File: src/rtl/dlx_pkg.sv
// rtl/dlx_pkg.sv - DLX shared constants and fetch FSM state type
package dlx_pkg;

  localparam logic [31:0] DEFAULT_NOP_INSTR = 32'h5400_0000;

  localparam logic [5:0] OP_J    = 6'h02;
  localparam logic [5:0] OP_JAL  = 6'h03;
  localparam logic [5:0] OP_BEQZ = 6'h04;
  localparam logic [5:0] OP_BNEZ = 6'h05;
  localparam logic [5:0] OP_JR   = 6'h12;
  localparam logic [5:0] OP_NOP  = 6'h15;

  typedef enum logic [1:0] {
    IDLE = 2'd0,
    REQ  = 2'd1,
    HOLD = 2'd2,
    DROP = 2'd3
  } fetch_state_t;

endpackage

File: src/rtl/if_id_reg.sv
// rtl/if_id_reg.sv - IF/ID pipeline register {instr, pc_plus_four, valid}
module if_id_reg #(
  parameter logic [31:0] NOP_INSTR = 32'h5400_0000
) (
  input  logic        clk,
  input  logic        rst_n,
  input  logic        load,
  input  logic        flush,
  input  logic [31:0] d_instr,
  input  logic [31:0] d_pc_plus_four,
  output logic [31:0] q_instr,
  output logic [31:0] q_pc_plus_four,
  output logic        q_valid
);

  // Reset beats flush, flush beats load; both leave a bubble behind.
  always_ff @(posedge clk) begin
    if (!rst_n || flush) begin
      q_instr        <= NOP_INSTR;
      q_pc_plus_four <= 32'd0;
      q_valid        <= 1'b0;
    end else if (load) begin
      q_instr        <= d_instr;
      q_pc_plus_four <= d_pc_plus_four;
      q_valid        <= 1'b1;
    end
  end

endmodule

File: src/rtl/instruction_fetch.sv
// rtl/instruction_fetch.sv - DLX IF stage: PC, fetch FSM, hold buffer, IF/ID feed
module instruction_fetch
  import dlx_pkg::*;
#(
  parameter logic [31:0] RESET_PC  = 32'h0000_0000,
  parameter logic [31:0] NOP_INSTR = DEFAULT_NOP_INSTR
) (
  input  logic        clk,
  input  logic        rst_n,
  output logic        imem_req,
  output logic [31:0] imem_addr,
  input  logic        imem_ready,
  input  logic [31:0] imem_rdata,
  input  logic        stall,
  input  logic        take_branch,
  input  logic [31:0] branch_target,
  output logic [31:0] if_instr,
  output logic [31:0] if_pc_plus_four,
  output logic        if_valid
);

  fetch_state_t state;
  logic [31:0]  pc;
  logic [31:0]  drop_addr;
  logic [31:0]  hold_instr;
  logic [31:0]  hold_pc_plus_four;
  logic [31:0]  pc_plus_four;
  logic         redirect;
  logic         id_load;
  logic [31:0]  id_instr;
  logic [31:0]  id_pc_plus_four;
  logic         unused_target_lsbs;

  assign unused_target_lsbs = ^branch_target[1:0];
  assign pc_plus_four       = pc + 32'd4;
  assign redirect           = take_branch && !stall && (state != IDLE);

  assign imem_req  = (state == REQ) || (state == DROP);
  assign imem_addr = (state == DROP) ? drop_addr : pc;

  always_comb begin
    id_load         = 1'b0;
    id_instr        = imem_rdata;
    id_pc_plus_four = pc_plus_four;
    if (!redirect) begin
      case (state)
        REQ:  id_load = imem_ready && !stall;
        HOLD: begin
          id_load         = !stall;
          id_instr        = hold_instr;
          id_pc_plus_four = hold_pc_plus_four;
        end
        default: id_load = 1'b0;
      endcase
    end
  end

  always_ff @(posedge clk) begin
    if (!rst_n) begin
      state             <= IDLE;
      pc                <= RESET_PC;
      drop_addr         <= RESET_PC;
      hold_instr        <= 32'd0;
      hold_pc_plus_four <= 32'd0;
    end else if (redirect) begin
      pc                <= {branch_target[31:2], 2'b00};
      hold_instr        <= 32'd0;
      hold_pc_plus_four <= 32'd0;
      // An outstanding request must finish at its original address before the target is fetched.
      if ((state == REQ || state == DROP) && !imem_ready) begin
        state <= DROP;
        if (state == REQ) drop_addr <= pc;
      end else begin
        state <= REQ;
      end
    end else begin
      case (state)
        IDLE: state <= REQ;
        REQ: begin
          if (imem_ready) begin
            pc <= pc_plus_four;
            if (stall) begin
              hold_instr        <= imem_rdata;
              hold_pc_plus_four <= pc_plus_four;
              state             <= HOLD;
            end
          end
        end
        HOLD: if (!stall) state <= REQ;
        DROP: if (imem_ready) state <= REQ;
        default: state <= IDLE;
      endcase
    end
  end

  if_id_reg #(.NOP_INSTR(NOP_INSTR)) u_if_id_reg (
    .clk            (clk),
    .rst_n          (rst_n),
    .load           (id_load),
    .flush          (redirect),
    .d_instr        (id_instr),
    .d_pc_plus_four (id_pc_plus_four),
    .q_instr        (if_instr),
    .q_pc_plus_four (if_pc_plus_four),
    .q_valid        (if_valid)
  );

endmodule

File: config.mk
export PLATFORM = sky130hd
export DESIGN_NAME = instruction_fetch
export DESIGN_NICKNAME = d
export VERILOG_FILES = /design/src/rtl/dlx_pkg.sv /design/src/rtl/if_id_reg.sv /design/src/rtl/instruction_fetch.sv
export SDC_FILE = /design/constraint.sdc
export NUM_CORES = 1
export LEC_CHECK = 0
export CAP_MARGIN = 20
export CORE_MARGIN = 4
export CORE_UTILIZATION = 40
export DETAILED_ROUTE_END_ITERATION = 7
export DONT_BUFFER_PORTS = 1
export PLACE_DENSITY = 0.51
export SKIP_LAST_GASP = 1
export SYNTH_ARGS = -nofsm -noshare
export SYNTH_HDL_FRONTEND = slang
export SYNTH_SLANG_ARGS = --single-unit
File: constraint.sdc
create_clock -name clk -period 2.68 [get_ports clk]
set_input_delay 0.268 -clock clk [delete_from_list [all_inputs] [get_ports clk]]
set_output_delay 0.268 -clock clk [all_outputs]
set_load 0.02 [all_outputs]
Word level (Yosys, flattened, before mapping). Cells that the tools add are included.

Register bits: 195. Input port bits: 69. Output and inout bits: 98. Word-level logic and storage cells: 54.

Add/subtract/negate cells: 1. Equal/unequal tests: 7. Muxes and demuxes: 17. Bitwise logic cells: 1. Reductions and logical operators: 19.

Operators by type and width (number): two-way mux 32 bit (8); adder 32 x 3 -> 32 bit, second input constant (1); two-way mux 2 bit (6); inequality test 3 x 2 -> 1 bit, second input constant (4); case mux 2 bit (4 select lines) (1); AND reduction 3 bit (2); nonzero test 2 bit (3); == test 2 bit, second input constant (2); logical AND 1 bit (4); AND reduction 2 bit (2); AND reduction 4 bit (1); zero test 1 bit (3); == test 2 x 1 -> 1 bit, second input constant (1); zero test 2 bit (1); logical OR 1 bit (2); case mux 1 bit (2 select lines) (1); OR reduction 2 bit (1); two-way mux 1 bit (1); NOT 1 bit (1).

Logic depth before layout (Yosys ltp). Gate-level depths: netlist of the first run.

Depth after elaboration: 5. Gate-level depth with buffers: 10. Depth with buffers taken out: 7.

Modules after synthesis. Synthesis of the first run repeated with hierarchy kept, for this count alone.

Cell total of the unflattened synthesis: 1087. Area, all modules: 9063.7 µm².

Modules (own cells, without submodules): instruction_fetch (times used 1, cells an instance 877, area each 6717.7 µm², sequential area each 2482.4 µm²); if_id_reg (times used 1, cells an instance 210, area each 2346.0 µm², sequential area each 1301.2 µm²).

Worst setup path after synthesis of the first run. No wires, ideal clock.

Path kind: register to register. Start: register state[0]. End: register hold_pc_plus_four[2]. Setup time: 0.117 ns. Data arrival time: 1.836 ns. Data required time: 2.563 ns. Path slack: 0.727 ns. Stages on the path, launching flop included: 9. Path buffers: 3. Clock period less this slack: 1.953 ns. Cell sequence: dfxtp_1 -> inv_1 -> ha_1 -> or3b_1 -> clkbuf_1 -> nand2_1 -> buf_2 -> buf_2 -> nor2_1.

Cells in the longest elaborated chain, start to end: 3. Elaborated cells between the ends (all ways): 5. Those cells by class: eq/ne: 1; reduce/logical: 4.

RTL lines: from (decl) (RTL line instruction_fetch.sv:22) `fetch_state_t state;`; from (signal assigned) (RTL line instruction_fetch.sv:60) `state <= IDLE;`; from (signal assigned) (RTL line instruction_fetch.sv:71) `state <= DROP;`; from (signal assigned) (RTL line instruction_fetch.sv:74) `state <= REQ;`; nonzero test 2 bit (RTL line instruction_fetch.sv:36) `assign redirect = take_branch && !stall && (state != IDLE);`; logical AND 1 bit (RTL line instruction_fetch.sv:36); OR reduction 2 bit (no line); to (signal assigned) (RTL line instruction_fetch.sv:84) `hold_pc_plus_four <= pc_plus_four;`; to (decl) (RTL line instruction_fetch.sv:26) `logic [31:0] hold_pc_plus_four;`.

Several ways; a longest one is shown, not always the timed one. A chain may end at the register's enable or synchronous reset.

Final worst setup path of the first run.
Start: register state[0]. End: register drop_addr[18].

Cells in the longest elaborated chain, start to end: 4. Elaborated cells between the ends (all ways): 7. Those cells by class: eq/ne: 2; reduce/logical: 5.

RTL lines: == test 2 x 1 -> 1 bit / == test 2 bit (equally long branches) (RTL line instruction_fetch.sv:70, instruction_fetch.sv:72); logical OR 1 bit (RTL line instruction_fetch.sv:70) `if ((state == REQ || state == DROP) && !imem_ready) begin`; logical AND 1 bit (RTL line instruction_fetch.sv:70); AND reduction 3 bit (no line) (*); to (signal assigned) (RTL line instruction_fetch.sv:72) `if (state == REQ) drop_addr <= pc;`; to (decl) (RTL line instruction_fetch.sv:24) `logic [31:0] drop_addr;`.

Every way passes the cells marked *; elsewhere a longest branch is shown, timed or not.

==> results.cfg, run 1 <==
[status]
outcome = completed

[die]
die_w_um = 157
core_sq_um = 21800
io_pins = 167
chipHeight_um = 157
dieArea_sq_um = 24600
initial_core_util = 0.406
row_count = 54

[global_route]
antenna_found_initial = 0
grt_overflow = 0
grt_pass1_vias = 6882
grt_max_degree = 54
grt_util_all_layers = 0.205
grt_pass1_wl_um = 40100

[critical_path]
cpPeakStageDelay_ns = 0.47
required_ns = 3.05
r2r_slack_ns = 0.24
r2r_start = state[0]$_SDFFE_PN0P_
reg2regPathDepth = 8
r2r-end = drop_addr[18]$_SDFFE_PN0P_
start_kind = flop
path_cells = inv_1, ha_1, nor3b_2, buf_4, and3_1, buf_4, nand2_1, a21oi_1
crit_fanout = 47
worstPathArrival_ns = 2.81
end_kind = flop
cpMostUsedCell = buf_4
path_class = flop to flop
crit_slowest_cell = buf_4

[power_and_ir_drop]
pwr_density_cell_nw_per_um2 = 691
p_leak_nw = 3.62
swShare = 0.321
seqPwrFrac = 0.456
p_int_mw = 4.71
ir_worst_vdd_uv = 387
p_clk_frac = 0.367
combPwrFrac = 0.177
p_sw_mw = 2.22

[synth]
synthTopCellsByCount = nand2_1, dfxtp_1, a21oi_1
async_flop_share = 0
synth_top_cells_by_area = dfxtp_1, nand2_1, a21oi_1
synthDominantCellAreaShare = 0.423
yosysUniqueCellTypes = 71
synth_area_sq_um = 8860
yosys.area.top_type = dfxtp_1
yosysSeqAreaShare = 0.423
synth_most_common_cell = nand2_1
ys_ff_latch = 187
syn_area_per_cell_sq_um = 8.19
synth-edff-count = 0
synth_ff_type = dfxtp_1
yosysWarnings = 0
synthCells = 1081

[timing]
rsz0062_at_grt = false
max_freq_ghz = 0.410
finalMaxSlewViolations = 0
period_share = 0.910
clock_skew_ns = 0.0107
setup_tns_ns = 0
finalSetupViolations = 0
maxSlewHeadroom = 0.406
period_minus_slack_ns = 2.44
finalHoldViolations = 0
worstMarginPinSlew_ns = 0.888

[clocking]
cts.path.max_buffers = 2
clock-sinks = 187
cts-root-buf = clkbuf_16
tritoncts = yes
path_clk_slew_ns = 0.07
htreeDepth = 4
cts_setup_buffers = 0
insertion_delay_ns = 0.43
cts_buffers = 17

[cells_and_area]
fin_cells = 1364
drive_above_1_share = 0.115
diodes = 0
area_growth_pct = 13.3
nets = 1145

[hold_path]
hold_path_end = pc[15]$_SDFFE_PN0P_
holdCritPathClass = primary input to flop
hold_start = branch_target[15]
hold_path_depth = 2

[detailed_routing]
first_pass_iters = 5
wl_per_cell_um = 19.0
route.vias.total = 7595
wirelength_um = 25900
ant_nets = 0
drc = 0
first_iter_violations = 509
via_per_inst = 5.57

[placed_design]
gp_congestion = 0.821
dpl.hpwl_um = 17200
port_buffers = 0
dp_cells = 1297

[run]
drv_cap = 0
-- cell families after synthesis --
| group | after synthesis | synth area share |
|---|---|---|
| simple gates | 400 | 0.209 |
| compound gates | 289 | 0.204 |
| flops | 187 | 0.423 |
| buf+inv | 112 | 0.0581 |
| mux | 61 | 0.0728 |
| xor+xnor | 26 | 0.0257 |
| fa+ha+maj | 5 | 0.00706 |
| other cells | 1 | 0.000423 |
-- cell usage in the layout, fill, tap and decap left out, types with 13 or more instances in the layout --
master,netlist,final
xor2_1,13,13
mux2i_1,34,34
clkbuf_16,0,17
o21ai_0,47,47
nand2_1,188,187
dlygate4sd3_1,0,35
nand3_1,34,34
nor3_1,15,15
xnor2_1,13,13
dfxtp_1,187,187
nor2_1,93,92
a211oi_1,47,47
a21oi_1,113,113
mux2_2,27,27
buf_4,13,32
-- registers in the layout (all words and copies together) (netlist names) --
name and count:
state 2, u_if_id_reg.q_pc_plus_four 30, pc 30, hold_instr 32
hold_pc_plus_four 30, u_if_id_reg.q_instr 32, drop_addr 30, u_if_id_reg.q_valid 1
-- metrics by stage --
stage	instance area [sq um]	utilization	hold WS (ns)	power, mW	setup slack (ns)
detailed placement	9090	0.417	0.375	4.40	0.0716
floorplan	8870	-	0.404	4.09	0.727
CTS	10000	0.459	0.0131	7.01	0.0713
finish	10000	0.460	0.0272	6.93	0.241
global route	10000	0.460	0.0318	7.26	0.00973
global placement	9090	0.417	0.378	4.39	0.161
-- metal layers --
metal | part of all wire | track usage | vias to the layer above
met5 | 0 | 0 | -
met2 | 0.43 | 0.302 | 203
met4 | 0.0089 | 0.0438 | 0
met3 | 0.073 | 0.0564 | 18
met1 | 0.48 | 0.300 | 3591
li1 | - | - | 3783
-- power by group through the flow --
stage	Clock, mW	Sequential, mW	Combinational (mW)
after floorplan	0	3.16	0.923
after global placement	0	3.23	1.17
after detailed placement	0	3.23	1.17
after CTS	2.62	3.16	1.23
after global routing	2.72	3.19	1.35
final	2.55	3.16	1.23
-- timing repair --
item,in CTS,in global routing
hold buffers,35,0
gates resized for setup,0,2
endpoints found under the setup margin,0,9
endpoints found under the hold margin,52,0
-- worst max-delay path by stage --
stage | startpoint | endpoint | slack (ns) | cells after the start
5_1_grt | state[0]$_SDFFE_PN0P_ | drop_addr[21]$_SDFFE_PN0P_ | 0.01 | 8
3_5_place_dp | state[0]$_SDFFE_PN0P_ | u_if_id_reg.q_pc_plus_four[28]$_SDFFE_PP0P_ | 0.07 | 6
6_report | state[0]$_SDFFE_PN0P_ | drop_addr[18]$_SDFFE_PN0P_ | 0.24 | 8
4_1_cts | state[0]$_SDFFE_PN0P_ | u_if_id_reg.q_pc_plus_four[28]$_SDFFE_PP0P_ | 0.07 | 6
3_3_place_gp | state[0]$_SDFFE_PN0P_ | u_if_id_reg.q_pc_plus_four[25]$_SDFFE_PP0P_ | 0.16 | 6
2_1_floorplan | state[0]$_SDFFE_PN0P_ | hold_pc_plus_four[2]$_SDFFE_PP0P_ | 0.73 | 8
-- critical path: cells and delay by family (launching register included) --
family | cells | cell delay (ns)
buffers and inverters | 3 | 0.88
AO/OA/AOI/OAI | 1 | 0.13
adder cells (fa/ha/maj) | 1 | 0.29
AND/OR/NAND/NOR | 3 | 0.63
flip-flops | 1 | 0.44
-- final cells by class --
type	instances	area [sq um]
clock buffer	18	429
clock inverter	14	151
fill	2201	11800
inverter	8	30.0
multi-input combinational	785	4640
sequential	187	3740
tap	280	350
timing repair buffer	72	691
No activity file was read; power rests on OpenSTA's default activity.
==> run 2: changes to the inputs <==
--- a/config.mk
+++ b/config.mk
@@ -9,9 +9,10 @@
 export CORE_MARGIN = 4
 export CORE_UTILIZATION = 40
 export DETAILED_ROUTE_END_ITERATION = 7
-export DONT_BUFFER_PORTS = 1
-export PLACE_DENSITY = 0.51
+export HOLD_SLACK_MARGIN = 0.06
+export PLACE_DENSITY = 0.61
 export SKIP_LAST_GASP = 1
 export SYNTH_ARGS = -nofsm -noshare
 export SYNTH_HDL_FRONTEND = slang
+export SYNTH_HIERARCHICAL = 1
 export SYNTH_SLANG_ARGS = --single-unit
==> run 2 against run 1 <==
  * Total power shrank 2.6%
  * Fmax shrank 5.2%
  * Largest power group unchanged
  * Sequential power shrank 6%
  * Register-to-register slack is essentially flat
  * Via count grew 4.1%
  * Count of clock-buffer cells in the layout is the same
  * Die area grew 2.2%
  * First-iteration DRC count shrank 4.1%
  * Hold slack gained 0.37 ns
  * Sequential cell count grew 2
==> results.cfg, run 2 <==
[status]
outcome = completed

[cells_and_area]
area_growth_pct = 29.1
nets = 1296
layout_common_cells = dfxtp_1, nand2_1, clkdlybuf4s50_1
diodes = 0
fillers = 2072
reg.largest.list = hold_instr x32, u_if_id_reg/q_instr x32, u_if_id_reg/q_pc_plus_four x32
drive_above_1_share = 0.130
final_common_cell = dfxtp_1

[clocking]
path_clk_slew_ns = 0.07
htreeDepth = 4
tritoncts = yes
hold_buffers = 0
cts_setup_buffers = 0
cts-root-buf = clkbuf_16
insertion_delay_ns = 0.43
cts.path.max_buffers = 2
clock-sinks = 189
cts_resized = 0
cts_buffers = 17

[critical_path]
path_class = flop to output pin
worstPathArrival_ns = 2.30
end_kind = output pin
start_kind = flop
r2r_slack_ns = 0.23
crit_fanout = 36
required_ns = 2.41

[timing]
finalMaxSlewViolations = 0
period_minus_slack_ns = 2.57
rsz0062_at_grt = false
maxSlewHeadroom = 0.534
clock_skew_ns = 0.00997
period_share = 0.960
worstMarginPinSlew_ns = 0.693
finalSetupViolations = 0
max_freq_ghz = 0.389
finalHoldViolations = 0
setup_tns_ns = 0

[detailed_routing]
drc = 0
via_per_inst = 5.22
route.vias.total = 7906
wirelength_um = 25100
ant_nets = 0
first_iter_violations = 488
wl_per_cell_um = 16.6
first_pass_iters = 5

[synth]
yosysSeqAreaShare = 0.417
synth-edff-count = 0
synthDominantCellAreaShare = 0.417
synth_ff_type = dfxtp_1
synth_area_sq_um = 9060
synth_most_common_cell = dfxtp_1
synthTopCellsByCount = dfxtp_1, nand2_1, a21oi_1
synth_xor_area_frac = 0.0271
synth_top_cells_by_area = dfxtp_1, a21oi_1, mux2_2
syn_area_per_cell_sq_um = 8.34
yosysUniqueCellTypes = 61
async_flop_share = 0
yosysWarnings = 6
yosys.area.top_type = dfxtp_1
synthCells = 1087
synth_top_family_by_area = simple AND/OR/NAND/NOR gates
muxShareOfSynthArea = 0.145
ys_ff_latch = 189
synth-compound-area-share = 0.146
synthAdderAreaFrac = 0.00690
synthSimpleGateAreaFrac = 0.197

[die]
initial_core_util = 0.411
io_pins = 167
row_count = 54
core_sq_um = 22000
die_w_um = 159
chipHeight_um = 159
dieArea_sq_um = 25100

[global_route]
grt_pass1_vias = 7594
grt_util_all_layers = 0.199
grt_pass1_wl_um = 40200
grt_overflow = 0
grt_max_degree = 66
antenna_found_initial = 0

[placed_design]
dpl.hpwl_um = 17300
port_buffers = 162
gp_congestion = 0.845

[run]
drv_cap = 0

[power_and_ir_drop]
p_leak_nw = 4.15
power_mw = 6.75
ir_worst_vdd_uv = 387
pwr_density_cell_nw_per_um2 = 577

[hold_path]
holdCritPathClass = primary input to flop
run 2: changes by cell type in the layout (fill, tap and decap cells not counted), sizes merged, moves of 7 or more:
cell | previous run | this run
a21oi | 113 | 138
nor3 | 19 | 12
o32ai | 8 | 1
nand2 | 190 | 176
mux2 | 27 | 59
nor2 | 93 | 124
buf | 37 | 52
a211oi | 47 | 6
o21ai | 50 | 41
dlygate4sd3 | 35 | 0
o211ai | 10 | 3
clkdlybuf4s50 | 0 | 162
mux2i | 34 | 65
run 2: kinds of logic after synthesis:
group | Yosys count
adders and majority gates | 5
other | 1
AOI/OAI and AO/OA | 233
buffers and inverters | 110
xor gates and xnor gates | 28
and+or+nand+nor | 397
muxes | 124
DFF | 189
run 2: routing by layer:
metal  share of wire  wire (um)  vias to the layer above  track usage
met4           0.012        294                        0       0.0500
met5               0          0                        -            0
li1                -          -                     4004            -
met1            0.45      11300                     3717        0.267
met3           0.044       1110                       15       0.0367
met2            0.49      12400                      170        0.334
run 2: where the power goes:
| group | total (mW) | switching (mW) | leakage (nW) | internal, mW |
|---|---|---|---|---|
| Combinational | 1.13 | 0.617 | 2.32 | 0.513 |
| Clock | 2.64 | 1.19 | 0.303 | 1.44 |
| Sequential | 2.98 | 0.0771 | 1.53 | 2.91 |
| Total | 6.75 | 1.89 | 4.15 | 4.86 |
run 2: area by class of cell:
cell class	count	area [sq um]	area share
repair buffers	214	2150	0.184
flip-flops and latches	189	3780	0.323
inverters	9	33.8	0.00289
clock inverters	14	178	0.0152
clock buffers	18	439	0.0375
well taps	280	350	0.0299
multi-input cells	791	4770	0.408
run 2: worst paths after layout:
check,start,to,depth (start not counted)
worst min-delay path,imem_rdata[0],hold_instr[0]$_SDFFE_PP0P_,3
worst min register to register,hold_instr[2]$_SDFFE_PP0P_,hold_instr[2]$_SDFFE_PP0P_,2
worst max-delay path,state[0]$_SDFFE_PN0P_,imem_addr[22],4
worst max register to register,pc[6]$_SDFFE_PN0P_,u_if_id_reg/q_pc_plus_four[20]$_SDFFE_PP0P_,7
run 2: metrics by stage:
step           utilization  hold slack (ns)  instances  worst slack (ns)  area (sq um)
6_report             0.531            0.399       1515             0.108         11700
3_3_place_gp         0.503            0.438       1483             0.306         11100
5_1_grt              0.531            0.399       1515          0.000785         11700
3_5_place_dp         0.503            0.444       1483             0.255         11100
4_1_cts              0.531            0.385       1515            0.0860         11700
2_1_floorplan            -            0.404       1090             0.119          9070
run 2: critical path: stages, from the launching register on:
cell and delay (ns):
dfxtp_1 0.47, ha_1 0.24, buf_12 0.21, mux2_2 0.37
clkdlybuf4s50_1 0.54
==> run 3: changes to the inputs <==
--- a/config.mk
+++ b/config.mk
@@ -7,10 +7,10 @@
 export LEC_CHECK = 0
 export CAP_MARGIN = 20
 export CORE_MARGIN = 4
-export CORE_UTILIZATION = 40
+export CORE_UTILIZATION = 53
 export DETAILED_ROUTE_END_ITERATION = 7
 export HOLD_SLACK_MARGIN = 0.06
-export PLACE_DENSITY = 0.61
+export PLACE_DENSITY = 0.78
 export SKIP_LAST_GASP = 1
 export SYNTH_ARGS = -nofsm -noshare
 export SYNTH_HDL_FRONTEND = slang
==> run 3 against run 2 <==
  * Via count up 3.8%
  * Clock power down 7%
  * Non-clock buffer count fell by 3
  * Critical path depth stayed put
  * Sequential cell count stayed put
  * Design area is 1.4% lower
  * Highest routed layer unchanged
  * Hold slack improved by 0.0090 ns
  * Critical endpoint unchanged
  * Total power down 3.0%
  * First-iteration DRC count increased by 16%
  * Utilization is 16 points higher
  * Worst setup slack worse by 0.012 ns
==> results.cfg, run 3 (synthesis gave the netlist of run 2 again) <==
[power_and_ir_drop]
p_leak_nw = 4.12
p_sw_mw = 1.79
pwr_density_cell_nw_per_um2 = 567
combPwrFrac = 0.170
ir_worst_vdd_uv = 451
power_mw = 6.55
swShare = 0.274
seqPwrFrac = 0.457
p_clk_frac = 0.374
p_int_mw = 4.75

[timing]
period_share = 0.964
max_freq_ghz = 0.387
rsz0062_at_grt = false
clock_skew_ns = 0.00957
maxSlewHeadroom = 0.525
worstMarginPinSlew_ns = 0.706
whs_ns = 0.408
period_minus_slack_ns = 2.58
finalSetupViolations = 0
setup_tns_ns = 0
finalHoldViolations = 0
finalMaxSlewViolations = 0
fin_ws_ns = 0.0953

[critical_path]
end_kind = output pin
required_ns = 2.41
worstPathArrival_ns = 2.32
r2r_slack_ns = 0.14
reg2regPathDepth = 8
r2r_start = pc[3]$_SDFFE_PN0P_
path_class = flop to output pin
start_kind = flop
r2r-end = u_if_id_reg/q_pc_plus_four[22]$_SDFFE_PP0P_
crit_fanout = 36

[global_route]
grt_pass1_vias = 7638
grt_util_all_layers = 0.241
antenna_found_initial = 0
grtUsageMet2 = 0.404
grt_max_degree = 90
gr-usage-met1 = 0.305
grtUsageMet3 = 0.0517
grt_overflow = 0
grt_busiest_layer = met2
grt_pass1_wl_um = 38600

[detailed_routing]
via_per_inst = 5.65
drc = 0
wirelength_um = 23900
ant_nets = 0
first_pass_iters = 5
wl_per_cell_um = 16.5
route.vias.total = 8210
first_iter_violations = 564

[placed_design]
dp_cells = 1420
gp_congestion = 0.914
dpl.hpwl_um = 16400
dp_worst_setup_slack_ns = 0.235
postPlaceCellArea_sq_um = 11000
port_buffers = 162

[cells_and_area]
fillers = 1315
reg.largest.list = hold_instr x32, u_if_id_reg/q_instr x32, u_if_id_reg/q_pc_plus_four x32
layout_common_cells = dfxtp_1, nand2_1, clkdlybuf4s50_1
drive_above_1_share = 0.127
nets = 1293
area_growth_pct = 27.3
final_core_util = 0.694
final_common_cell = dfxtp_1
design_area_sq_um = 11500
fin_cells = 1452
diodes = 0

[hold_path]
hold_start = imem_rdata[24]
hold_path_end = hold_instr[24]$_SDFFE_PP0P_
hold_path_depth = 3
holdCritPathClass = primary input to flop

[die]
core_sq_um = 16600
chipHeight_um = 139
row_count = 47
initial_core_util = 0.545
dieArea_sq_um = 19300
io_pins = 167
die_w_um = 139

[clocking]
hold_buffers = 0
cts-root-buf = clkbuf_16
cts.path.max_buffers = 2
insertion_delay_ns = 0.43
path_clk_slew_ns = 0.07
tritoncts = yes
cts_buffers = 17
htreeDepth = 4
clock-sinks = 189

[status]
outcome = completed

[run]
drv_cap = 0
run 3: changes by cell type in the layout (fill, tap and decap cells not counted), sizes merged:
| cell | previous run | this run |
|---|---|---|
| clkbuf | 18 | 21 |
| clkinvlp | 0 | 2 |
| buf | 52 | 49 |
| inv | 15 | 12 |
| bufinv | 2 | 1 |
| clkinv | 6 | 5 |
run 3: layer usage:
layer | vias up | wire length (um)
li1 | 3993 | -
met1 | 3879 | 9840
met2 | 297 | 11900
met3 | 41 | 1540
met4 | 0 | 656
met5 | - | 0
run 3: worst max-delay path by stage:
stage / startpoint / to / slack (ns) / depth (start not counted)
final: state[0]$_SDFFE_PN0P_ / imem_addr[22] / 0.1 / 4
after floorplan: state[1]$_SDFFE_PN0P_ / u_if_id_reg/q_pc_plus_four[11]$_SDFFE_PP0P_ / 0.12 / 12
after CTS: state[0]$_SDFFE_PN0P_ / imem_addr[14] / 0.1 / 4
after global placement: pc[2]$_SDFFE_PN0P_ / u_if_id_reg/q_pc_plus_four[28]$_SDFFE_PP0P_ / 0.27 / 8
after global routing: pc[2]$_SDFFE_PN0P_ / u_if_id_reg/q_pc_plus_four[22]$_SDFFE_PP0P_ / 0.006 / 8
after detailed placement: pc[3]$_SDFFE_PN0P_ / u_if_id_reg/q_pc_plus_four[28]$_SDFFE_PP0P_ / 0.23 / 8
run 3: power by group through the flow:
stage / Combinational (mW) / Clock (mW) / Sequential, mW
2_1_floorplan: 0.681 / 0 / 3.05
3_3_place_gp: 1.09 / 0 / 3.04
3_5_place_dp: 1.10 / 0 / 3.05
4_1_cts: 1.11 / 2.49 / 2.99
5_1_grt: 1.20 / 2.61 / 3.00
6_report: 1.11 / 2.45 / 2.99
run 3: area by class of cell:
cell class,instances,area (sq um),area share
Clock buffer,21,460,0.0399
Timing Repair Buffer,211,2100,0.182
Clock inverter,11,108,0.00932
Tap cell,220,275,0.0238
Inverter,9,33.8,0.00293
Sequential cell,189,3780,0.328
Multi-Input combinational cell,791,4780,0.414
run 3: critical path, cell delays in order (launching register included):
cell and delay, ns:
dfxtp_1 0.48, ha_1 0.25, buf_12 0.21, mux2_2 0.37
clkdlybuf4s50_1 0.54
run 3: what timing repair did:
action	CTS	global route
resized for setup	0	1
endpoints found under the setup margin	0	1
setup buffers	0	0
